File: config.mk
export PLATFORM = sky130hd
export DESIGN_NAME = div_reconstructor_flat
export DESIGN_NICKNAME = d
export VERILOG_FILES = /design/src/rtl/div_reconstructor_if.sv /design/src/rtl/div_reconstructor.sv /design/src/flat_wrapper.sv
export SDC_FILE = /design/constraint.sdc
export NUM_CORES = 1
export LEC_CHECK = 0
export CAP_MARGIN = 25
export CORE_MARGIN = 5
export CORE_UTILIZATION = 45
export DETAILED_ROUTE_END_ITERATION = 8
export GPL_TIMING_DRIVEN = 1
export PLACE_DENSITY = 0.61
export SLEW_MARGIN = 15
export SYNTH_ARGS = -nofsm -noshare
export SYNTH_HDL_FRONTEND = slang
export SYNTH_SLANG_ARGS = --single-unit
File: constraint.sdc
create_clock -name clk -period 8.98 [get_ports clk]
set_input_delay 1.796 -clock clk [delete_from_list [all_inputs] [get_ports clk]]
set_output_delay 1.796 -clock clk [all_outputs]
set_load 0.02 [all_outputs]
File: src/rtl/div_reconstructor_if.sv
// Start/done handshake and operand/result bundle for the divider reconstructor.
// The master side drives the quotient/divisor/remainder triple and start;
// the slave side returns the reconstructed dividend and status flags.
interface div_reconstructor_if #(
  parameter int SIZE = 32
) ();
  logic            start;
  logic [SIZE-1:0] cociente;
  logic [SIZE-1:0] denominador;
  logic [SIZE-1:0] resto;
  logic [SIZE-1:0] numerador;
  logic            overflow;
  logic            invalid;
  logic            done;

  modport master (
    output start, cociente, denominador, resto,
    input  numerador, overflow, invalid, done
  );

  modport slave (
    input  start, cociente, denominador, resto,
    output numerador, overflow, invalid, done
  );
endinterface

File: src/rtl/div_reconstructor.sv
// Sequential shift-add reconstructor: numerador = cociente * denominador + resto.
// Runs SIZE multiply iterations followed by one add/flag cycle, so a result
// appears a fixed SIZE+1 cycles after start regardless of operand values.
// The accumulator is 2*SIZE+1 bits so the overflow flag is exact.
module div_reconstructor #(
  parameter int SIZE = 32
) (
  input logic               clk,
  input logic               rst_n,
  div_reconstructor_if.slave bus
);

  localparam int              CW   = $clog2(SIZE);
  localparam logic [CW-1:0]   LAST = CW'(SIZE - 1);

  localparam logic [1:0] IDLE = 2'd0;
  localparam logic [1:0] MULT = 2'd1;
  localparam logic [1:0] ADD  = 2'd2;

  logic [1:0]        state;
  logic [SIZE-1:0]   q;
  logic [2*SIZE-1:0] d;
  logic [SIZE-1:0]   r;
  logic [SIZE-1:0]   den;
  logic [2*SIZE:0]   acc;
  logic [CW-1:0]     count;
  logic [2*SIZE:0]   sum;

  logic [SIZE-1:0]   numerador;
  logic              overflow;
  logic              invalid;
  logic              done;

  assign bus.numerador = numerador;
  assign bus.overflow  = overflow;
  assign bus.invalid   = invalid;
  assign bus.done      = done;

  // Final product plus remainder, consumed in the ADD cycle.
  always_comb begin
    sum = acc + {{(SIZE + 1){1'b0}}, r};
  end

  // Control FSM, operand/accumulator datapath and registered results.
  always_ff @(posedge clk or negedge rst_n) begin
    if (!rst_n) begin
      state     <= IDLE;
      q         <= {SIZE{1'b0}};
      d         <= {(2 * SIZE){1'b0}};
      r         <= {SIZE{1'b0}};
      den       <= {SIZE{1'b0}};
      acc       <= {(2 * SIZE + 1){1'b0}};
      count     <= {CW{1'b0}};
      numerador <= {SIZE{1'b0}};
      overflow  <= 1'b0;
      invalid   <= 1'b0;
      done      <= 1'b0;
    end else begin
      done <= 1'b0;
      case (state)
        IDLE: begin
          // The done cycle is an IDLE cycle, so back-to-back starts are taken here.
          if (bus.start) begin
            q     <= bus.cociente;
            d     <= {{SIZE{1'b0}}, bus.denominador};
            r     <= bus.resto;
            den   <= bus.denominador;
            acc   <= {(2 * SIZE + 1){1'b0}};
            count <= {CW{1'b0}};
            state <= MULT;
          end
        end
        MULT: begin
          // No early exit when q runs out of ones: latency stays fixed.
          if (q[0]) begin
            acc <= acc + {1'b0, d};
          end
          q     <= q >> 1;
          d     <= d << 1;
          count <= count + CW'(1);
          if (count == LAST) begin
            state <= ADD;
          end
        end
        ADD: begin
          numerador <= sum[SIZE-1:0];
          overflow  <= |sum[2*SIZE:SIZE];
          invalid   <= (r >= den);
          done      <= 1'b1;
          state     <= IDLE;
        end
        default: begin
          state <= IDLE;
        end
      endcase
    end
  end

endmodule
File: src/flat_wrapper.sv
// flat-port wrapper written by rule: the top's interface ports become plain ports
module div_reconstructor_flat 
#(
  parameter int SIZE = 32
)
  (clk, rst_n, bus_start, bus_cociente, bus_denominador, bus_resto, bus_numerador, bus_overflow, bus_invalid, bus_done);
  div_reconstructor_if #(.SIZE(SIZE)) bus_i ();
  input logic clk;
  input logic rst_n;
  input wire logic [$bits(bus_i.start)-1:0] bus_start;
  input wire logic [$bits(bus_i.cociente)-1:0] bus_cociente;
  input wire logic [$bits(bus_i.denominador)-1:0] bus_denominador;
  input wire logic [$bits(bus_i.resto)-1:0] bus_resto;
  output wire logic [$bits(bus_i.numerador)-1:0] bus_numerador;
  output wire logic [$bits(bus_i.overflow)-1:0] bus_overflow;
  output wire logic [$bits(bus_i.invalid)-1:0] bus_invalid;
  output wire logic [$bits(bus_i.done)-1:0] bus_done;
  assign bus_i.start = bus_start;
  assign bus_i.cociente = bus_cociente;
  assign bus_i.denominador = bus_denominador;
  assign bus_i.resto = bus_resto;
  assign bus_numerador = bus_i.numerador;
  assign bus_overflow = bus_i.overflow;
  assign bus_invalid = bus_i.invalid;
  assign bus_done = bus_i.done;
  div_reconstructor #(.SIZE(SIZE)) u_core (.clk(clk), .rst_n(rst_n), .bus(bus_i));
endmodule
After elaboration in Yosys (flattened, before gate mapping)
Index checks and enable logic that the tools add are counted.

word-level totals
  input port bits = 99
  register bits after elaboration = 267
  word-level logic and storage cells = 41
  output and inout port bits = 35

operators by class
  reductions and logical operators = 7
  equal/unequal tests = 6
  magnitude comparators = 1
  add/sub/neg operators = 3
  muxes and demuxes = 13

operators with widths
  kind                                                    count
  2-to-1 mux 65 bit                                       2
  one-hot mux 65 bit (2 select lines)                     1
  one-hot mux 64 bit (2 select lines)                     1
  adder 65 x 32 -> 65 bit                                 1
  adder 65 x 64 -> 65 bit                                 1
  2-to-1 mux 64 bit                                       1
  one-hot mux 32 bit (2 select lines)                     1
  OR reduction 33 bit                                     1
  >= comparator 32 bit                                    1
  2-to-1 mux 32 bit                                       1
  one-hot mux 5 bit (2 select lines)                      1
  AND reduction 2 bit                                     3
  adder 5 x 1 -> 5 bit (second input constant)            1
  equality test 5 bit (second input constant)             1
  2-to-1 mux 5 bit                                        1
  2-to-1 mux 2 bit                                        2
  inequality test 2 x 1 -> 1 bit (second input constant)  2
  one-hot mux 2 bit (2 select lines)                      1
  AND reduction 3 bit                                     1
  equality test 2 x 1 -> 1 bit (second input constant)    1
  equality test 2 bit (second input constant)             1
  logical NOT 2 bit                                       1
  inequality test 2 bit (second input constant)           1
  nonzero test 2 bit                                      1
  2-to-1 mux 1 bit                                        1

Logic depth before layout (Yosys ltp)
  depth after elaboration = 3
  gate-level depth with buffers = 14
  gate-level depth less buffers = 14

Least setup slack after synthesis
OpenSTA, ideal clock, no wires.

  path kind = input port to flip-flop
  from = input bus_start
  to = register u_core.r[22]
  slack = 5,417 ps
  cell stages on the path = 9
  library setup time = 65 ps
  path buffers = 5
  required time = 8,915 ps
  arrival = 3,498 ps
  cells stage by stage = clkbuf_1 nor2b_1 clkbuf_1 nor2b_1 clkbuf_1 clkbuf_1 buf_1 nand2_1 nand2_1

on the way
  word-level cells in the longest chain between the ends = 1

RTL lines
  item                                  line                     source
  from (decl)                           flat_wrapper.sv:10       input wire logic [$bits(bus_i.start)-1:0] bus_start;
  AND reduction 2 bit (no source line)  -
  to (signal assigned)                  div_reconstructor.sv:50  r <= {SIZE{1'b0}};
  to (signal assigned)                  div_reconstructor.sv:66  r <= bus.resto;
  to (decl)                             div_reconstructor.sv:23  logic [SIZE-1:0] r;

Every way passes these cells.
A chain may end at the register's enable or synchronous reset.

Final worst setup path
  from = register u_core.acc[0]
  to = register u_core.overflow (netlist: u_core.bus.overflow)

on the way
  word-level cells in the longest chain between the ends = 2

RTL lines
  item                     line                     source
  from (decl)              div_reconstructor.sv:25  logic [2*SIZE:0] acc;
  from (signal assigned)   div_reconstructor.sv:52  acc <= {(2 * SIZE + 1){1'b0}};
  from (signal assigned)   div_reconstructor.sv:68  acc <= {(2 * SIZE + 1){1'b0}};
  from (signal assigned)   div_reconstructor.sv:76  acc <= acc + {1'b0, d};
  adder 65 x 32 -> 65 bit  div_reconstructor.sv:41  sum = acc + {{(SIZE + 1){1'b0}}, r};
  OR reduction 33 bit      div_reconstructor.sv:87  overflow <= |sum[2*SIZE:SIZE];
  to (signal assigned)     div_reconstructor.sv:87
  to (decl)                div_reconstructor.sv:30  logic overflow;

Every way passes these cells.

==> reports/summary.txt <==
Final Hold Vio Count -> 0
Reg-to-Reg Start -> u_core.acc[0]
worst reg2reg endpoint -> u_core.bus.overflow
detailed placer's ending HPWL -> 40.14 mm
Layout Cells excl Fill -> 2738
CTS root buf -> clkbuf_16
worst skew pair latency -> 0.55 ns
r2r worst-path depth -> 13
most used cell along the critical path -> a31oi_1
relative slew slack -> 33.28%
Syn-to-layout area delta -> 16.23%
first-pass GRT wire length -> 87.71 mm
# DRC -> 0
met2 WL -> 23.77 mm
routed wire length -> 55.05 mm
met1 WL -> 26.55 mm
synthesized instance count -> 2117
clk sink count -> 267
layout cells sized above 1 -> 5.016%
crit path cell chain -> ha_1 > fa_1 > a211oi_1 > nor2_1 > o211ai_1 > nand2_1 > a31o_2 > a21oi_1 > inv_1 > nor3_1 > a31oi_1 > a2111oi_0 > a31oi_1
die width -> 209.4 um
# fillers -> 3716
sequential area share after synthesis -> 37.33%
worst slew pin tran -> 1.001 ns
unrepaired setup endpoints after global routing -> no
IO Count -> 134
drt via density -> 5.907
vias in the first global route -> 15780
slowest stage cell, crit path -> o211ai_1
Die Y -> 209.4 um
Clock Path Buffers -> 3
initial antenna violation count -> 1
syn avg cell area -> 8.455 um2
First-pass DRT Iterations -> 6
min-delay worst type -> reg2reg
maxcap violations -> 0
Yosys Warn Count -> 0
Crit. End Element -> flip-flop
GR Util All Layers -> 24.52%
WP buf/inv -> 1
CTS tree -> built
Met3 Wirelength -> 3.309 mm
antenna cells -> 0
hold_ws -> 0.4754 ns
PostCTS Resize Cnt -> 0
critical path class -> reg2reg
Initial DRC Count -> 1291
FFs w/ async S/R, synth -> 100.0%
routed len/inst -> 20.11 um
number of synthesized flops with an enable pin -> 0
pin count of the biggest net entering global routing -> 99
Final Wtd Congestion -> 0.9340
flop2flop setup slack -> 4.93 ns
critical path's largest stage delay -> 0.54 ns
Fmax -> 246.9 MHz
uppermost layer routed -> met4
core area -> 39550 um2
prevailing post-synth register cell -> dfrtp_1
Hold Path Sink -> u_core.bus.numerador[26]
Overflow after GRT -> 0
Pleak -> 9.458 nW
Vias -> 16170
Final Power -> 0.007101 W
Setup Buffers After CTS -> 0
Hold Crit Depth -> 2
CP startpoint kind -> flip-flop
Clock Skew -> 0.02058 ns
nets -> 2419
fin crit share -> 45.11%
outcome -> complete, no violations
final setup TNS -> 0 ns
Final setup violation count -> 0
die area -> 43860 um2
Worst EP arrival -> 4.47 ns
Starting Density -> 45.26%
Pins Over Slew Limit -> 0
Crit Path Max Fanout -> 4
hold_buf cts -> 0
Crit path max-delay family -> compound AO/OA/AOI/OAI gates
Worst Hold Launch -> u_core.bus.numerador[26]
Yosys cell types -> 83
Power Density -> 341.3 nW/um2
Req. time, crit path -> 9.40 ns
H-tree Lvls -> 2
Worst-path clk slew -> 0.06 ns
ANT nets after route -> 0
Inst Count DP -> 2676
TritonCTS buffer count -> 34
Worst VDD drop -> 0.1697 mV
Port Buffers -> 133
crit path time final -> 4.051 ns
Cell Rows -> 73
Post-Syn Area -> 17900 um2
FF+latch count, synth -> 267
Synth Net Count -> 2348
==> flip-flops by register name (all words and copies together) (netlist names) <==
name,flops
u_core.acc,65
u_core.d,64
u_core.bus.numerador,32
u_core.den,32
u_core.q,32
u_core.r,32
u_core.count,5
u_core.state,2
u_core.bus.done,1
u_core.bus.invalid,1
u_core.bus.overflow,1
==> cells in the mapped netlist (all sizes together), types with 5 or more instances <==
library cell / instances / area share [%]
o31ai: 8 / 0.34
a221oi: 5 / 0.24
nor3: 27 / 0.75
a211o: 8 / 0.39
nand4: 33 / 1.2
buf: 14 / 0.40
nor2b: 74 / 2.6
a21oi: 184 / 5.2
a211oi: 9 / 0.38
xnor2: 42 / 2.1
nor4: 10 / 0.38
o21ai: 251 / 7.0
nand3: 39 / 1.1
a22o: 40 / 2.0
and2: 11 / 0.38
and3: 30 / 1.0
and4: 9 / 0.44
nand4b: 6 / 0.29
a21o: 64 / 2.7
a22oi: 63 / 2.6
a311oi: 6 / 0.29
or3: 8 / 0.28
ha: 130 / 9.1
clkbuf: 102 / 2.1
xor2: 46 / 2.3
nor2: 81 / 1.7
dfrtp: 267 / 37
nand2: 324 / 6.8
o211ai: 10 / 0.45
nand2b: 13 / 0.45
or2: 8 / 0.28
o22ai: 6 / 0.21
nor3b: 5 / 0.21
inv: 64 / 1.3
o21a: 16 / 0.67
a21boi: 8 / 0.34
a31oi: 17 / 0.59
o21bai: 12 / 0.50
==> metrics by stage <==
step	instance area, um2	setup WS, ns	utilization (%)
3_5_place_dp	19590	4.327	49.54
5_1_grt	20800	4.723	52.60
6_report	20800	4.929	52.60
3_3_place_gp	19590	4.400	49.54
4_1_cts	20780	4.912	52.55
2_1_floorplan	17900	5.417	-
==> area by class of cell <==
cell class | instances | area (um2) | area share (%)
clock buffers | 47 | 1033 | 4.968
clock inverters | 14 | 157.7 | 0.7578
inverters | 64 | 240.2 | 1.155
multi-input cells | 1670 | 10550 | 50.72
flip-flops and latches | 267 | 6684 | 32.13
well taps | 525 | 656.9 | 3.158
repair buffers | 151 | 1479 | 7.109
==> how the worst max path moves through the flow <==
stage / startpoint / end / cells after the start
3_5_place_dp: bus_start / u_core.count[3] / 8
4_1_cts: bus_start / u_core.count[3] / 8
6_report: u_core.acc[0] / u_core.bus.overflow / 13
2_1_floorplan: bus_start / u_core.r[22] / 9
3_3_place_gp: bus_start / u_core.count[3] / 8
5_1_grt: u_core.acc[0] / u_core.bus.overflow / 13
==> worst min-delay path, delay by kind of cell, from the launching register on <==
kind	cells	cell delay, ns
flip-flops	1	0.34
AND/OR/NAND/NOR	1	0.05
AO/OA/AOI/OAI	1	0.06
==> layout by cell type, fill, tap and decap left out, drive strengths merged, types with 40 or more instances in the layout <==
cell type      count
nand2            324
dfrtp            267
o21ai            251
a21oi            184
clkdlybuf4s50    131
ha               130
nor2              81
nor2b             74
inv               66
a21o              64
a22oi             63
clkbuf            47
xor2              46
xnor2             42
a22o              40
==> where the power goes <==
part / leakage [nW] / internal [W] / switching (W)
registers: 3.41 / 0.00167 / 0.000524
logic: 5.46 / 0.00142 / 0.00203
clock network: 0.589 / 0.000893 / 0.000558
total: 9.46 / 0.00399 / 0.00311
==> cells by family after synthesis <==
logic type / after synthesis / synth area share, %
adders and majority gates: 132 / 9.311
DFF: 267 / 37.33
AOI/OAI and AO/OA: 754 / 26.37
buffers and inverters: 180 / 3.880
xor gates and xnor gates: 88 / 4.306
muxes: 5 / 0.2866
and+or+nand+nor: 691 / 18.52
==> per-layer routing <==
metal / track usage (%) / up-vias
met1: 36.46 / 7768
met5: 0 / -
li1: - / 7833
met4: 7.381 / 0
met3: 4.051 / 93
met2: 36.77 / 478
(Power assumes the default switching activity.)
